==> config.mk <==
export PLATFORM = sky130hd
export DESIGN_NAME = i2c_receptor_flat
export DESIGN_NICKNAME = d
export VERILOG_FILES = /design/src/rtl/i2c_receptor_if.sv /design/src/rtl/i2c_receptor.sv /design/src/flat_wrapper.sv
export SDC_FILE = /design/constraint.sdc
export NUM_CORES = 1
export LEC_CHECK = 0
export BUFFER_PORTS_ARGS = -buffer_cell sky130_fd_sc_hd__buf_2
export CAP_MARGIN = 5
export CORE_MARGIN = 2
export CORE_UTILIZATION = 26
export DETAILED_ROUTE_END_ITERATION = 7
export MAX_ROUTING_LAYER = met4
export PLACE_DENSITY = 0.51
export SYNTH_ARGS = -nofsm -noshare
export SYNTH_HDL_FRONTEND = slang
export SYNTH_SLANG_ARGS = --single-unit
==> constraint.sdc <==
create_clock -name clk -period 2.6 [get_ports clk]
set_input_delay 0.26 -clock clk [delete_from_list [all_inputs] [get_ports clk]]
set_output_delay 0.26 -clock clk [all_outputs]
set_load 0.02 [all_outputs]
==> src/rtl/i2c_receptor_if.sv <==
// rtl/i2c_receptor_if.sv - serial I2C loop between transaction generator (master) and target (slave)
interface i2c_receptor_if;
  logic SCL;
  logic SDA_OUT;
  logic SDA_OE;
  logic SDA_IN;

  modport master (output SCL, output SDA_OUT, output SDA_OE, input SDA_IN);
  modport slave (input SCL, input SDA_OUT, input SDA_OE, output SDA_IN);
endinterface

==> src/rtl/i2c_receptor.sv <==
// rtl/i2c_receptor.sv - I2C target: start/stop decode, address match + ACK, 16-bit write capture, read serialiser
module i2c_receptor #(
  parameter int WORD_W = 16,
  parameter int ADDR_W = 7
) (
  input  logic              clk,
  input  logic              rst,
  i2c_receptor_if.slave     bus,
  input  logic [ADDR_W-1:0] I2C_ADDR,
  input  logic [WORD_W-1:0] RD_DATA,
  output logic [WORD_W-1:0] WR_DATA,
  output logic              WR_STB,
  output logic              RD_STB,
  output logic              BUSY
);

  localparam int CNT_W = $clog2(((WORD_W > ADDR_W) ? WORD_W : ADDR_W) + 2);
  localparam logic [CNT_W-1:0] ADDR_LAST = CNT_W'(ADDR_W);
  localparam logic [CNT_W-1:0] WORD_LAST = CNT_W'(WORD_W - 1);
  localparam logic [CNT_W-1:0] WORD_FULL = CNT_W'(WORD_W);

  typedef enum logic [2:0] {
    IDLE,
    ADDR,
    ACK_ADDR,
    WRITE,
    ACK_WRITE,
    READ,
    WAIT_MACK
  } state_t;

  state_t            state;
  logic [CNT_W-1:0]  bit_cnt;
  logic [ADDR_W-1:0] addr_sr;
  logic [WORD_W-2:0] wr_sr;
  logic [WORD_W-1:0] rd_sr;
  logic              rnw;
  logic              ph;
  logic              scl_q;
  logic              sda_q;

  logic rise;
  logic fall;
  logic start;
  logic stop;
  logic sda_bit;

  assign rise  = bus.SCL & ~scl_q;
  assign fall  = ~bus.SCL & scl_q;
  assign start = bus.SCL & scl_q & sda_q & ~bus.SDA_OUT;
  assign stop  = bus.SCL & scl_q & ~sda_q & bus.SDA_OUT;
  // An undriven line reads as the pull-up level.
  assign sda_bit = bus.SDA_OE ? bus.SDA_OUT : 1'b1;

  always_ff @(posedge clk) begin
    if (rst) begin
      state      <= IDLE;
      bit_cnt    <= '0;
      addr_sr    <= '0;
      wr_sr      <= '0;
      rd_sr      <= '0;
      rnw        <= 1'b0;
      ph         <= 1'b0;
      scl_q      <= 1'b1;
      sda_q      <= 1'b1;
      bus.SDA_IN <= 1'b1;
      WR_DATA    <= '0;
      WR_STB     <= 1'b0;
      RD_STB     <= 1'b0;
      BUSY       <= 1'b0;
    end else begin
      scl_q  <= bus.SCL;
      sda_q  <= bus.SDA_OUT;
      WR_STB <= 1'b0;
      RD_STB <= 1'b0;

      if (start) begin
        state      <= ADDR;
        bit_cnt    <= '0;
        ph         <= 1'b0;
        BUSY       <= 1'b1;
        bus.SDA_IN <= 1'b1;
      end else if (stop) begin
        state      <= IDLE;
        ph         <= 1'b0;
        BUSY       <= 1'b0;
        bus.SDA_IN <= 1'b1;
      end else begin
        case (state)
          IDLE: begin
          end

          // addr_sr still holds the 7 address bits when the RNW bit arrives
          ADDR: begin
            if (rise) begin
              addr_sr <= {addr_sr[ADDR_W-2:0], bus.SDA_OUT};
              bit_cnt <= bit_cnt + CNT_W'(1);
              if (bit_cnt == ADDR_LAST) begin
                rnw <= bus.SDA_OUT;
                if (addr_sr == I2C_ADDR) begin
                  state <= ACK_ADDR;
                  ph    <= 1'b0;
                end else begin
                  state <= IDLE;
                  BUSY  <= 1'b0;
                end
              end
            end
          end

          ACK_ADDR: begin
            if (fall) begin
              if (!ph) begin
                bus.SDA_IN <= 1'b0;
                ph         <= 1'b1;
              end else begin
                ph      <= 1'b0;
                bit_cnt <= '0;
                if (rnw) begin
                  rd_sr      <= {RD_DATA[WORD_W-2:0], 1'b0};
                  RD_STB     <= 1'b1;
                  bus.SDA_IN <= RD_DATA[WORD_W-1];
                  state      <= READ;
                end else begin
                  bus.SDA_IN <= 1'b1;
                  state      <= WRITE;
                end
              end
            end
          end

          WRITE: begin
            if (rise) begin
              wr_sr   <= {wr_sr[WORD_W-3:0], sda_bit};
              bit_cnt <= bit_cnt + CNT_W'(1);
              if (bit_cnt == WORD_LAST) begin
                WR_DATA <= {wr_sr, sda_bit};
                WR_STB  <= 1'b1;
                ph      <= 1'b0;
                state   <= ACK_WRITE;
              end
            end
          end

          ACK_WRITE: begin
            if (fall) begin
              if (!ph) begin
                bus.SDA_IN <= 1'b0;
                ph         <= 1'b1;
              end else begin
                bus.SDA_IN <= 1'b1;
                ph         <= 1'b0;
                bit_cnt    <= '0;
                state      <= WRITE;
              end
            end
          end

          // rd_sr is kept pre-shifted: its MSB is always the next bit to drive
          READ: begin
            if (rise) begin
              bit_cnt <= bit_cnt + CNT_W'(1);
            end else if (fall) begin
              if (bit_cnt < WORD_FULL) begin
                bus.SDA_IN <= rd_sr[WORD_W-1];
                rd_sr      <= {rd_sr[WORD_W-2:0], 1'b0};
              end else begin
                bus.SDA_IN <= 1'b1;
                ph         <= 1'b0;
                state      <= WAIT_MACK;
              end
            end
          end

          WAIT_MACK: begin
            if (rise && !ph) begin
              if (sda_bit) begin
                state <= IDLE;
                BUSY  <= 1'b0;
              end else begin
                ph <= 1'b1;
              end
            end else if (fall && ph) begin
              rd_sr      <= {RD_DATA[WORD_W-2:0], 1'b0};
              RD_STB     <= 1'b1;
              bus.SDA_IN <= RD_DATA[WORD_W-1];
              bit_cnt    <= '0;
              ph         <= 1'b0;
              state      <= READ;
            end
          end

          default: begin
            state <= IDLE;
          end
        endcase
      end
    end
  end

endmodule

==> src/flat_wrapper.sv <==
// flat-port wrapper written by rule: the top's interface ports become plain ports
module i2c_receptor_flat 
#(
  parameter int WORD_W = 16,
  parameter int ADDR_W = 7
)
  (clk, rst, I2C_ADDR, RD_DATA, WR_DATA, WR_STB, RD_STB, BUSY, bus_SCL, bus_SDA_OUT, bus_SDA_OE, bus_SDA_IN);
  i2c_receptor_if bus_i ();
  input  logic clk;
  input  logic rst;
  input  logic [ADDR_W-1:0] I2C_ADDR;
  input  logic [WORD_W-1:0] RD_DATA;
  output logic [WORD_W-1:0] WR_DATA;
  output logic WR_STB;
  output logic RD_STB;
  output logic BUSY;
  input wire logic [$bits(bus_i.SCL)-1:0] bus_SCL;
  input wire logic [$bits(bus_i.SDA_OUT)-1:0] bus_SDA_OUT;
  input wire logic [$bits(bus_i.SDA_OE)-1:0] bus_SDA_OE;
  output wire logic [$bits(bus_i.SDA_IN)-1:0] bus_SDA_IN;
  assign bus_i.SCL = bus_SCL;
  assign bus_i.SDA_OUT = bus_SDA_OUT;
  assign bus_i.SDA_OE = bus_SDA_OE;
  assign bus_SDA_IN = bus_i.SDA_IN;
  i2c_receptor #(.WORD_W(WORD_W), .ADDR_W(ADDR_W)) u_core (.clk(clk), .rst(rst), .bus(bus_i), .I2C_ADDR(I2C_ADDR), .RD_DATA(RD_DATA), .WR_DATA(WR_DATA), .WR_STB(WR_STB), .RD_STB(RD_STB), .BUSY(BUSY));
endmodule
Word level (Yosys, flattened, before mapping)
Index checks and enable logic that the tools add are counted.
Cells by class
  reduce and logical (&&, ||, !) cells: 25
  $add $sub $neg: 1
  eq/ne operators: 48
  multiplexer cells: 75
  bitwise logic cells: 16
  magnitude comparators: 1
Operator list (number)
  $mux 16: 8
  $pmux 16 s3: 1
  $mux 3: 15
  $ne 4x1->1 const B: 11
  $mux 1: 39
  $ne 2x1->1 const B: 16
  $reduce_and 14->1: 2
  $mux 5: 5
  $pmux 3 s7: 1
  $pmux 5 s3: 1
  $reduce_and 7->1: 2
  $reduce_and 12->1: 1
  $reduce_and 11->1: 1
  $reduce_and 5->1: 2
  $eq 3x3->1 const B: 3
  $not 1->1: 9
  $ne 4x2->1 const B: 2
  $reduce_and 4->1: 2
  $reduce_bool 4->1: 2
  $and 1x1->1: 7
  $eq 7x7->1: 1
  $eq 3x2->1 const B: 2
  $ne 2x2->1 const B: 3
  $ne 3x1->1 const B: 2
  23 further kinds: 28
Word-level totals
  logic and storage cells: 181
  output and inout bits: 20
  flip-flop bits (word level): 70

Longest topological paths before layout
Gate-level depths: netlist (run 1).
  word-level depth: 8
  gate-level depth with buffers: 9
  depth with buffers taken out: 8

Worst setup path before layout (run 1)
OpenSTA, ideal clock, no wires.
  path type: register to register
  from: register u_core.bit_cnt[0]
  to: register u_core.state[0]
  stages on the path, launching flop included: 8
  period minus slack after synthesis: 1.896 ns
  data required time: 2.479 ns
  library setup time: 0.121 ns
  data arrival time: 1.775 ns
  path buffers: 0
  setup slack: 0.704 ns
  cell sequence: dfxtp_1 > ha_1 > nand4bb_1 > or3_4 > a31oi_4 > a31oi_1 > nor2_1 > mux2_2
On the way
  longest elaborated chain between the ends: 3
  elaborated cells between the ends (all ways): 7
  those cells by class: order compare (1); eq/ne (5); reduce/logical (1)
RTL lines
  start, declared: RTL line i2c_receptor.sv:33  | logic [CNT_W-1:0] bit_cnt;
  start signal, assigned: RTL line i2c_receptor.sv:97  | bit_cnt <= bit_cnt + CNT_W'(1);
  start signal, assigned: RTL line i2c_receptor.sv:135  | bit_cnt <= bit_cnt + CNT_W'(1);
  start signal, assigned: RTL line i2c_receptor.sv:162  | bit_cnt <= bit_cnt + CNT_W'(1);
  $lt 5x5->1 (tied with other cells): RTL line i2c_receptor.sv:164  | if (bit_cnt < WORD_FULL) begin
  $ne 4x2->1 (no line) / $ne 4x1->1 (equally long branches)
  $reduce_and 14->1 (no line) *
  end signal, assigned: RTL line i2c_receptor.sv:170  | state <= WAIT_MACK;
  end signal, assigned: RTL line i2c_receptor.sv:178  | state <= IDLE;
  end signal, assigned: RTL line i2c_receptor.sv:189  | state <= READ;
  end, declared: RTL line i2c_receptor.sv:32  | state_t state;
Mark *: on every way between the ends. The rest lies on a longest branch, timed or not.
A chain may end at the register's enable or synchronous reset.

Worst setup path in the final report (run 1)
  from: register u_core.ph
  to: register u_core.rd_sr[14]
On the way
  longest elaborated chain between the ends: 4
  elaborated cells between the ends (all ways): 7
  those cells by class: eq/ne (3); reduce/logical (4)
RTL lines
  start, declared: RTL line i2c_receptor.sv:38  | logic ph;
  start signal, assigned: RTL line i2c_receptor.sv:63  | ph <= 1'b0;
  start signal, assigned: RTL line i2c_receptor.sv:80  | ph <= 1'b0;
  start signal, assigned: RTL line i2c_receptor.sv:85  | ph <= 1'b0;
  $logic_not 1->1
  $logic_and 1x1->1: RTL line i2c_receptor.sv:176  | if (rise && !ph) begin
  $ne 2x2->1 (no line)
  $reduce_and 11->1 (no line) *
  end signal, assigned: RTL line i2c_receptor.sv:120  | rd_sr <= {RD_DATA[WORD_W-2:0], 1'b0};
  end signal, assigned: RTL line i2c_receptor.sv:166  | rd_sr <= {rd_sr[WORD_W-2:0], 1'b0};
  end signal, assigned: RTL line i2c_receptor.sv:184  | rd_sr <= {RD_DATA[WORD_W-2:0], 1'b0};
  end, declared: RTL line i2c_receptor.sv:36  | logic [WORD_W-1:0] rd_sr;
Marks and branches as above.

==> results.toml, run 1 <==
[status]
outcome = "finished, final reports clean"

[synthesis]
yosys_warnings = 0
synth_area_per_cell_sq_um = 8.412
mappedNetlistNets = 431
synthDistinctLibCells = 55
synth-edff-count = 0
synth_seq_area_share_pct = 40.95
post_synth_instance_area_sq_um = 3373
postSynth.topFlopCell = "sky130_fd_sc_hd__dfxtp_1"
synth-seq-cells = 69
post_synth_inst_count = 401
synth_async_sr_flop_share_pct = 0

[timing]
period_share_pct = 81.25
max_slew.worst_pin.slew_ns = 0.7265
fin_tns_setup_ns = 0
rsz0062_at_grt = "no"
timing.slew.headroom_pct = 51.30
maxSlewViolCount = 0
final.setup_skew_ns = 0.003793
finalHoldWorstSlack_ns = 0.1978
timing.final.crit_period_ns = 2.113
report.final.setup_viol = 0
achievable-frequency_mhz = 473.4
final_hold_viol_count = 0

[pwr]
leak_pwr_uw = 0.001451
combPwrFrac_pct = 4.7
net-switching-power_uw = 597.4
power_frac_seq_pct = 41.7
ir_drop_mv = 0.3260
internal_power_uw = 1962
power.density_nw_per_um2 = 627.6
power.share.switching_pct = 23.34
pwr-share-clk_pct = 53.6

[run]
drv.max_cap_violation_count = 0

[layout]
layout-drive-gt1-share_pct = 22.52
layout-area-overhead-vs-synth_pct = 20.88
final_cell_count_no_fill = 616
antenna_cells_inserted = 0
finalCoreUtilization_pct = 32.31
final_layout_net_count = 469
finish.instance_area_sq_um = 4078

[grt]
grt_remaining_overflow = 0
grt_pass1_wl_microns = 13660
antenna_found_initial = 0
track_usage_pct = 12.42
vias_in_the_first_global_route = 2827
grt_busiest_layer = "met2"
gr-usage-met2_pct = 20.89
grt_start_max_net_pins = 35
groute.layer.met3.usage_pct = 2.665
global_route.usage.met1_pct = 14.52

[clock_tree]
tritoncts = "done"
clock-sinks = 69
cts.path.max_buffers = 2
clock_tree.htree_level_count = 3
clk-insertion-delay-late_ns = 0.33
cts_repair_resize_count = 0
hold_buffers = 0
tritoncts.num_buffers = 9
cts.clk_slew.worst_paths_ns = 0.06
cts-root-buf = "sky130_fd_sc_hd__clkbuf_16"
postCtsSetupRepairBufs = 0

[die]
number_of_standard_cell_rows_in_the_floorplan = 41
initial_core_util_pct = 26.73
fp.dieArea_sq_um = 13900
die_height_microns = 117.9
core_sq_um = 12620
io_pins = 48
die_x_microns = 117.9

[place]
numPortBuffers = 47
weighted_congestion_reported_at_the_end_of_routability_driven_placement = 0.8609
dp_hpwl_microns = 5534
detailed_place.area_sq_um = 3747
dp_cells = 600

[worst_setup_path]
cp_slowest_cell = "sky130_fd_sc_hd__dfxtp_1"
path_class = "reg -> reg"
timing.reg2reg.worst_path_depth = 6
timing.critical_path.fanout_max = 30
cp-end-kind = "flop"
critPathArrivalTime_ns = 2.35
r2r_endpoint = "u_core.rd_sr[14]"
worstPathRequired_ns = 2.84
timing.critical_path.max_delay_family = "compound AO/OA/AOI/OAI gates"
start_kind = "flop"
cp_num_buf_inv = 1
critical_path.max_stage_delay_ns = 0.63
reg2reg_setup_slack_ns = 0.49
startpoint_of_the_worst_register_to_register_path = "u_core.ph"
path_cells = "and3b_1 > a21boi_0 > a2111oi_4 > buf_12 > nor2_1 > a311oi_2"

[min_path]
min_delay_path_depth = 3
worst_hold_startpoint = "RD_DATA[0]"
min_path_type = "in -> reg"
hold_end = "u_core.rd_sr[1]"

[routing]
number_of_design_rule_violations_left_after_detail_routing = 0
avgViaCountPerCell = 4.747
drt-initial-drc-count = 188
final_wirelength_microns = 8209
drtAntennaViolNets = 0
wl_per_cell_microns = 13.33
drt_pass1_iterations = 4
vias = 2924
==> synth_stat cells, types with 2 or more instances <==
| library cell | n | share of area (%) |
|---|---|---|
| sky130_fd_sc_hd__buf_6 | 3 | 1.0 |
| sky130_fd_sc_hd__o2111ai_1 | 2 | 0.52 |
| sky130_fd_sc_hd__buf_2 | 5 | 0.74 |
| sky130_fd_sc_hd__a21oi_1 | 41 | 6.1 |
| sky130_fd_sc_hd__and3_1 | 2 | 0.37 |
| sky130_fd_sc_hd__dfxtp_1 | 69 | 41 |
| sky130_fd_sc_hd__xor2_1 | 8 | 2.1 |
| sky130_fd_sc_hd__nand4b_1 | 2 | 0.52 |
| sky130_fd_sc_hd__nor2_1 | 39 | 4.3 |
| sky130_fd_sc_hd__clkbuf_1 | 15 | 1.7 |
| sky130_fd_sc_hd__nor2b_1 | 5 | 0.93 |
| sky130_fd_sc_hd__a31oi_1 | 3 | 0.56 |
| sky130_fd_sc_hd__mux2i_1 | 11 | 3.3 |
| sky130_fd_sc_hd__or2_2 | 2 | 0.37 |
| sky130_fd_sc_hd__nor3_1 | 7 | 1.0 |
| sky130_fd_sc_hd__nand3b_1 | 2 | 0.44 |
| sky130_fd_sc_hd__ha_1 | 2 | 0.74 |
| sky130_fd_sc_hd__o21ai_0 | 5 | 0.74 |
| sky130_fd_sc_hd__nand3_1 | 20 | 3.0 |
| sky130_fd_sc_hd__nand2b_1 | 3 | 0.56 |
| sky130_fd_sc_hd__a211oi_1 | 2 | 0.44 |
| sky130_fd_sc_hd__and2_1 | 2 | 0.37 |
| sky130_fd_sc_hd__nand2_1 | 88 | 9.8 |
| sky130_fd_sc_hd__a311oi_2 | 14 | 6.2 |
| sky130_fd_sc_hd__nand4_1 | 2 | 0.37 |
| sky130_fd_sc_hd__nor3b_1 | 2 | 0.44 |
| sky130_fd_sc_hd__inv_1 | 5 | 0.56 |
| sky130_fd_sc_hd__a21boi_0 | 3 | 0.67 |
| sky130_fd_sc_hd__o211ai_1 | 4 | 0.89 |
| sky130_fd_sc_hd__nor4_1 | 2 | 0.37 |
| sky130_fd_sc_hd__buf_4 | 5 | 1.1 |
| sky130_fd_sc_hd__o22ai_1 | 3 | 0.56 |
==> kinds of logic after synthesis <==
logic type                 after synthesis  share of synthesized area [%]
DFF                                     69                          40.95
and+or+nand+nor                        188                          26.71
AOI/OAI and AO/OA                       86                          20.18
xor gates and xnor gates                 9                          2.337
adders and majority gates                3                          1.038
buffers and inverters                   34                          5.193
muxes                                   12                          3.598
==> tightest hold or removal path: stages <==
cell	delay (ns)
sky130_fd_sc_hd__buf_2	0.10
sky130_fd_sc_hd__nand3_1	0.06
sky130_fd_sc_hd__a21oi_1	0.06
==> power groups by stage <==
| stage | Sequential (uW) | Clock [uW] | Combinational (uW) |
|---|---|---|---|
| after global placement | 1090 | 0 | 121 |
| after CTS | 1070 | 1400 | 122 |
| after floorplan | 1090 | 0 | 79.6 |
| after global routing | 1070 | 1450 | 132 |
| final | 1070 | 1370 | 121 |
| after detailed placement | 1090 | 0 | 121 |
==> cell usage in the layout (no fill, tap or decap), types with 2 or more instances in the layout <==
cell                        instances
sky130_fd_sc_hd__nand2_1           88
sky130_fd_sc_hd__dfxtp_1           69
sky130_fd_sc_hd__buf_2             47
sky130_fd_sc_hd__a21oi_1           41
sky130_fd_sc_hd__nor2_1            39
sky130_fd_sc_hd__nand3_1           20
sky130_fd_sc_hd__a311oi_2          14
sky130_fd_sc_hd__mux2i_1           11
sky130_fd_sc_hd__clkbuf_16          9
sky130_fd_sc_hd__xor2_1             8
sky130_fd_sc_hd__buf_4              8
sky130_fd_sc_hd__nor3_1             7
sky130_fd_sc_hd__inv_1              5
sky130_fd_sc_hd__o21ai_0            5
sky130_fd_sc_hd__nor2b_1            5
sky130_fd_sc_hd__o211ai_1           4
sky130_fd_sc_hd__nand2b_1           3
sky130_fd_sc_hd__a21boi_0           3
sky130_fd_sc_hd__o22ai_1            3
sky130_fd_sc_hd__a31oi_1            3
sky130_fd_sc_hd__inv_6              3
sky130_fd_sc_hd__and3_1             2
sky130_fd_sc_hd__nand3b_1           2
sky130_fd_sc_hd__nand4b_1           2
sky130_fd_sc_hd__and2_1             2
sky130_fd_sc_hd__a211oi_1           2
sky130_fd_sc_hd__nand4_1            2
sky130_fd_sc_hd__nor3b_1            2
sky130_fd_sc_hd__nor4_1             2
sky130_fd_sc_hd__o2111ai_1          2
sky130_fd_sc_hd__or2_2              2
sky130_fd_sc_hd__ha_1               2
sky130_fd_sc_hd__bufinv_16          2
==> worst max path at each step <==
stage | start | endpoint | slack (ns) | depth (start not counted)
2_1_floorplan | u_core.bit_cnt[0] | u_core.state[0] | 0.70 | 7
3_3_place_gp | bus_SCL | u_core.state[0] | 0.56 | 7
3_5_place_dp | u_core.ph | u_core.rd_sr[13] | 0.55 | 6
4_1_cts | u_core.ph | u_core.rd_sr[14] | 0.53 | 6
5_1_grt | u_core.ph | u_core.rd_sr[14] | 0.38 | 6
6_report | u_core.ph | u_core.rd_sr[14] | 0.49 | 6
==> through the flow <==
stage          worst slack, ns  power, uW
6_report                0.4875       2559
5_1_grt                 0.3835       2645
4_1_cts                 0.5331       2584
3_5_place_dp            0.5544       1211
3_3_place_gp            0.5566       1211
2_1_floorplan           0.7039       1168
==> area by class of cell <==
| cell class | count | area [sq um] |
|---|---|---|
| Sequential cell | 69 | 1381 |
| Clock inverter | 7 | 105.1 |
| Inverter | 5 | 18.77 |
| Fill cell | 1366 | 8542 |
| Clock buffer | 9 | 225.2 |
| Multi-Input combinational cell | 298 | 1817 |
| Tap cell | 172 | 215.2 |
| Timing Repair Buffer | 56 | 315.3 |
==> registers in the layout, indices dropped and copies added (netlist names) <==
signal,count
u_core.WR_DATA,16
u_core.rd_sr,15
u_core.wr_sr,15
u_core.addr_sr,7
u_core.bit_cnt,5
u_core.state,3
u_core.BUSY,1
u_core.RD_STB,1
u_core.WR_STB,1
u_core.bus.SDA_IN,1
u_core.ph,1
u_core.rnw,1
u_core.scl_q,1
u_core.sda_q,1
==> per-layer routing <==
metal,share of wire [%],vias up
met1,47,1389
li1,-,1474
met5,0,-
met3,3.0,7
met2,49,54
met4,1.5,0
(Power assumes the default switching activity.)
==> inputs of run 2 (changes only) <==
clock period = 2 ns   (was 2.6 ns; I/O delays follow)
==> run 2 against run 1 <==
Net effect:
- worst hold slack got worse by 0.058 ns
- setup slack got worse by 0.47 ns
- total power increased by 30%
- via count increased by 0.41%
- largest cell class unchanged
- sequential power increased by 30%
- critical path depth increased by 1
- sequential share of layout area decreased by 1.6 points
- die area unchanged
- register-to-register slack got worse by 0.47 ns
- global-route usage increased by 0.26 points
==> results.toml, run 2 (synthesized netlist as in run 1, its figures left out) <==
[worst_setup_path]
cp_slowest_cell = "sky130_fd_sc_hd__or3_4"
critPathArrivalTime_ns = 2.20
worstPathRequired_ns = 2.21
path_class = "reg -> reg"
path_cells = "ha_4 > nand4bb_1 > or3_4 > a31oi_4 > a31oi_1 > nor2_1 > mux2_4"
cp-end-kind = "flop"
timing.critical_path.max_delay_family = "simple AND/OR/NAND/NOR gates"
cp_num_buf_inv = 0
start_kind = "flop"
critical_path.max_stage_delay_ns = 0.40
timing.critical_path.fanout_max = 4

[timing]
timing.slew.headroom_pct = 59.10
period_share_pct = 99.31
finalHoldWorstSlack_ns = 0.1396
max_slew.worst_pin.slew_ns = 0.6113
achievable-frequency_mhz = 503.5
maxSlewViolCount = 0
final_hold_viol_count = 0
final.setup_skew_ns = 0.01471
timing.final.crit_period_ns = 1.986
report.final.setup_viol = 0
rsz0062_at_grt = "yes"
final_critical_path_setup_slack_ns = 0.01385

[routing]
number_of_design_rule_violations_left_after_detail_routing = 0
detail_route.wirelength.met1_microns = 3821
vias = 2936
drt-initial-drc-count = 245
drtAntennaViolNets = 0
highest_layer = "met4"
total_length_of_routed_met2_wires_microns = 4092
met3_length_microns = 256
drt_pass1_iterations = 4
wl_per_cell_microns = 12.92
avgViaCountPerCell = 4.602
final_wirelength_microns = 8240

[grt]
grt_pass1_wl_microns = 13960
track_usage_pct = 12.68
grt_start_max_net_pins = 31
vias_in_the_first_global_route = 2898
antenna_found_initial = 0
grt_remaining_overflow = 0

[layout]
antenna_cells_inserted = 0
layout_commonest_cell = "sky130_fd_sc_hd__nand2_1"
final.fill_count = 1374
number_of_flip_flops_in_the_largest_register = 16
register_with_the_highest_flop_count = "u_core.WR_DATA"
registers_with_the_highest_flip_flop_counts = "u_core.WR_DATA: 16 flops, u_core.rd_sr: 15 flops, u_core.wr_sr: 15 flops"
final_layout_net_count = 491
finish.instance_area_sq_um = 4298
multi_input_area_sq_um = 1849
layout-area-overhead-vs-synth_pct = 27.41
most-common-layout-cells = "88 x sky130_fd_sc_hd__nand2_1, 66 x sky130_fd_sc_hd__dfxtp_1, 47 x sky130_fd_sc_hd__buf_2"
seqCellArea_sq_um = 1388
layout-drive-gt1-share_pct = 27.68

[place]
dp_hpwl_microns = 5808
place_ws_ns = 0.005844
numPortBuffers = 47
weighted_congestion_reported_at_the_end_of_routability_driven_placement = 0.9050
detailed_place.area_sq_um = 3925

[die]
die_x_microns = 117.9
initial_core_util_pct = 26.73
die_height_microns = 117.9
core_sq_um = 12620
fp.dieArea_sq_um = 13900
io_pins = 48
number_of_standard_cell_rows_in_the_floorplan = 41

[clock_tree]
clock_tree.htree_level_count = 3
cts.clk_slew.worst_paths_ns = 0.06
clk-insertion-delay-late_ns = 0.33
clock-sinks = 69
tritoncts.num_buffers = 9
cts.path.max_buffers = 2
cts-root-buf = "sky130_fd_sc_hd__clkbuf_16"
hold_buffers = 0
tritoncts = "done"

[status]
outcome = "finished, final reports clean"

[pwr]
leak_pwr_uw = 0.001568
ir_drop_mv = 0.4070
power.density_nw_per_um2 = 774.1

[run]
drv.max_cap_violation_count = 0

[min_path]
min_path_type = "in -> reg"
-- run 2: cell count changes in the layout (fill, tap and decap cells not counted), sizes merged --
| cell | change |
|---|---|
| clkbuf | +2 |
| inv | -3 |
| buf | +22 |
| clkinv | +1 |
-- run 2: where the power goes --
group / total, uW / switching (uW) / leakage, uW / internal, uW
Sequential: 1390 / 6.94 / 0.000557 / 1380
Clock: 1770 / 608 / 0.000162 / 1160
Combinational: 172 / 103 / 0.000849 / 68.4
Total: 3330 / 718 / 0.00157 / 2610
-- run 2: what timing repair did --
item,4_1_cts,5_1_grt
gates cloned,0,0
pin swaps,1,4
setup endpoints to repair,1,17
resized for setup,0,11
setup buffers,0,0
-- run 2: metrics by stage --
stage          power [uW]  util (%)  instances  TNS, ns
2_1_floorplan        1518         -        401        0
3_5_place_dp         1588     31.10        622        0
6_report             3327     34.06        638        0
5_1_grt              3454     34.06        638  -0.1210
3_3_place_gp         1588     31.10        622        0
4_1_cts              3374     33.75        638        0
-- run 2: metal layers --
layer	vias up	GRT usage, %
met3	5	2.859
met4	0	4.669
met1	1367	14.82
met5	-	-
met2	46	21.29
li1	1518	-
-- run 2: final timing paths --
kind | start | to | slack [ns] | depth (start not counted)
max | u_core.bit_cnt[1] | u_core.state[0] | 0.01 | 7
min | RD_DATA[0] | u_core.rd_sr[1] | 0.14 | 3
max reg2reg | u_core.bit_cnt[1] | u_core.state[0] | 0.01 | 7
min reg2reg | u_core.WR_DATA[11] | u_core.WR_DATA[11] | 0.45 | 2
-- run 2: worst register-to-register path: stages, from the launching register on --
cell	delay [ns]
sky130_fd_sc_hd__dfxtp_4	0.37
sky130_fd_sc_hd__ha_4	0.13
sky130_fd_sc_hd__nand4bb_1	0.14
sky130_fd_sc_hd__or3_4	0.40
sky130_fd_sc_hd__a31oi_4	0.26
sky130_fd_sc_hd__a31oi_1	0.12
sky130_fd_sc_hd__nor2_1	0.17
sky130_fd_sc_hd__mux2_4	0.31
-- run 2: layout make-up --
| class | instances | area share (%) |
|---|---|---|
| Timing Repair Buffer | 78 | 11.47 |
| Sequential cell | 69 | 32.29 |
| Tap cell | 172 | 5.007 |
| Inverter | 5 | 0.4367 |
| Multi-Input combinational cell | 298 | 43.03 |
| Clock buffer | 11 | 5.881 |
| Clock inverter | 5 | 1.892 |
==> inputs of run 3 (changes only) <==
CELL_PAD_IN_SITES_DETAIL_PLACEMENT = 1   (was unset)
CELL_PAD_IN_SITES_GLOBAL_PLACEMENT = 1   (was unset)
PLACE_DENSITY = 0.62   (was 0.51)
==> run 3 against run 2 <==
Net effect:
- total power shrank 9.5%
- flip-flop and latch count stayed put
- sequential power barely moved
- die area did not move
- largest cell class unchanged
- critical path type unchanged
- fmax increased by 1.8%
- critical endpoint unchanged
- clock power shrank 18%
- sequential share of layout area increased by 0.44 points
==> results.toml, run 3 (synthesized netlist as in run 1, its figures left out) <==
[min_path]
min_delay_path_depth = 3
min_path_type = "in -> reg"

[timing]
timing.final.crit_period_ns = 1.950
rsz0062_at_grt = "yes"
final.setup_skew_ns = 0.006304
final_critical_path_setup_slack_ns = 0.04968
achievable-frequency_mhz = 512.7
period_share_pct = 97.52
maxSlewViolCount = 0
report.final.setup_viol = 0
final_hold_viol_count = 0
timing.slew.headroom_pct = 56.55
max_slew.worst_pin.slew_ns = 0.6518

[status]
outcome = "finished, final reports clean"

[routing]
number_of_design_rule_violations_left_after_detail_routing = 0
avgViaCountPerCell = 4.746
wl_per_cell_microns = 14.03
drtAntennaViolNets = 0
vias = 3028
final_wirelength_microns = 8953
drt-initial-drc-count = 119
drt_pass1_iterations = 4

[clock_tree]
cts.clk_slew.worst_paths_ns = 0.06
cts-root-buf = "sky130_fd_sc_hd__clkbuf_16"
clk-insertion-delay-late_ns = 0.34
hold_buffers = 0
clock-sinks = 69
cts.path.max_buffers = 2
tritoncts = "done"
tritoncts.num_buffers = 9
clock_tree.htree_level_count = 3
postCtsSetupRepairBufs = 0

[die]
initial_core_util_pct = 26.73
die_x_microns = 117.9
die_height_microns = 117.9
number_of_standard_cell_rows_in_the_floorplan = 41
fp.dieArea_sq_um = 13900
io_pins = 48
core_sq_um = 12620

[grt]
track_usage_pct = 13.80
grt_start_max_net_pins = 33
vias_in_the_first_global_route = 3056
grt_pass1_wl_microns = 14840
antenna_found_initial = 0
grt_remaining_overflow = 0

[place]
weighted_congestion_reported_at_the_end_of_routability_driven_placement = 0.8723
detailed_place.area_sq_um = 3933
dp_hpwl_microns = 6345
numPortBuffers = 47
place_ws_ns = 0.01771

[layout]
final_layout_net_count = 492
antenna_cells_inserted = 0
most-common-layout-cells = "88 x sky130_fd_sc_hd__nand2_1, 65 x sky130_fd_sc_hd__dfxtp_1, 47 x sky130_fd_sc_hd__buf_2"
number_of_flip_flops_in_the_largest_register = 16
layout_commonest_cell = "sky130_fd_sc_hd__nand2_1"
final.fill_count = 1545
layout-area-overhead-vs-synth_pct = 25.59
layout-drive-gt1-share_pct = 27.47
registers_with_the_highest_flip_flop_counts = "u_core.WR_DATA: 16 flops, u_core.rd_sr: 15 flops, u_core.wr_sr: 15 flops"
finish.instance_area_sq_um = 4237
register_with_the_highest_flop_count = "u_core.WR_DATA"

[worst_setup_path]
cp-end-kind = "flop"
critPathArrivalTime_ns = 2.18
start_kind = "flop"
r2r_endpoint = "u_core.state[0]"
cp_slowest_cell = "sky130_fd_sc_hd__dfxtp_2"
path_cells = "ha_4 > nand4bb_1 > or3_4 > a31oi_4 > a31oi_1 > nor2_1 > mux2_2"
worstPathRequired_ns = 2.23
critical_path.max_stage_delay_ns = 0.36
timing.critical_path.fanout_max = 4
reg2reg_setup_slack_ns = 0.05
timing.reg2reg.worst_path_depth = 7
path_class = "reg -> reg"
worst_setup_path_startpoint = "u_core.bit_cnt[1]"
startpoint_of_the_worst_register_to_register_path = "u_core.bit_cnt[1]"
crit_end = "u_core.state[0]"

[pwr]
power.density_nw_per_um2 = 710.6
leak_pwr_uw = 0.001535
ir_drop_mv = 0.4328

[run]
drv.max_cap_violation_count = 0
==> run 3: worst min path at each step <==
stage                             from                  to
global placement    u_core.WR_DATA[10]  u_core.WR_DATA[10]
global route                RD_DATA[0]     u_core.rd_sr[1]
floorplan                  bus_SDA_OUT        u_core.sda_q
CTS                         RD_DATA[0]     u_core.rd_sr[1]
finish                      RD_DATA[0]     u_core.rd_sr[1]
detailed placement  u_core.WR_DATA[10]  u_core.WR_DATA[10]
==> run 3: routing by layer <==
metal  routed length [microns]  GRT usage [%]  vias up
li1                          -              -     1517
met1                      4176          16.05     1447
met2                      4238          21.95       52
met3                       380          4.651       12
met4                       157          5.422        0
met5                         0              -        -
==> run 3: timing repair <==
action	4_1_cts	5_1_grt
endpoints found under the setup margin	0	16
gates resized for setup	0	9
endpoints found under the hold margin	0	0
==> run 3: where the power goes <==
part	switching [uW]	total (uW)	leakage, uW	internal (uW)
Sequential	6.37	1390	0.000558	1380
Combinational	106	175	0.000850	68.5
Clock	589	1450	0.000127	860
Total	701	3010	0.00153	2310
==> run 3: layout make-up <==
class | count | area [sq um] | share of cell area [%]
Multi-Input combinational cell | 298 | 1848 | 43.62
Sequential cell | 69 | 1386 | 32.72
Timing Repair Buffer | 79 | 500.5 | 11.81
Clock buffer | 11 | 242.7 | 5.729
Tap cell | 172 | 215.2 | 5.080
Clock inverter | 4 | 25.02 | 0.5907
Inverter | 5 | 18.77 | 0.4430
==> run 3: metrics by stage <==
step / util (%) / hold slack, ns / total power (uW) / setup TNS (ns) / instances
after detailed placement: 31.16 / 0.4481 / 1589 / 0 / 623
after global routing: 33.57 / 0.1196 / 3165 / -0.05880 / 638
after floorplan: - / 0.3066 / 1518 / 0 / 401
final: 33.57 / 0.1164 / 3011 / 0 / 638
after CTS: 33.28 / 0.1018 / 3074 / 0 / 638
after global placement: 31.16 / 0.4409 / 1587 / 0 / 623
==> run 3: critical path, delay by kind of cell, from the launching register on <==
family                   cells  cell delay, ns
AND/OR/NAND/NOR              3            0.63
AO/OA/AOI/OAI                2            0.37
flip-flops                   1            0.36
multiplexers                 1            0.33
adder cells (fa/ha/maj)      1            0.15
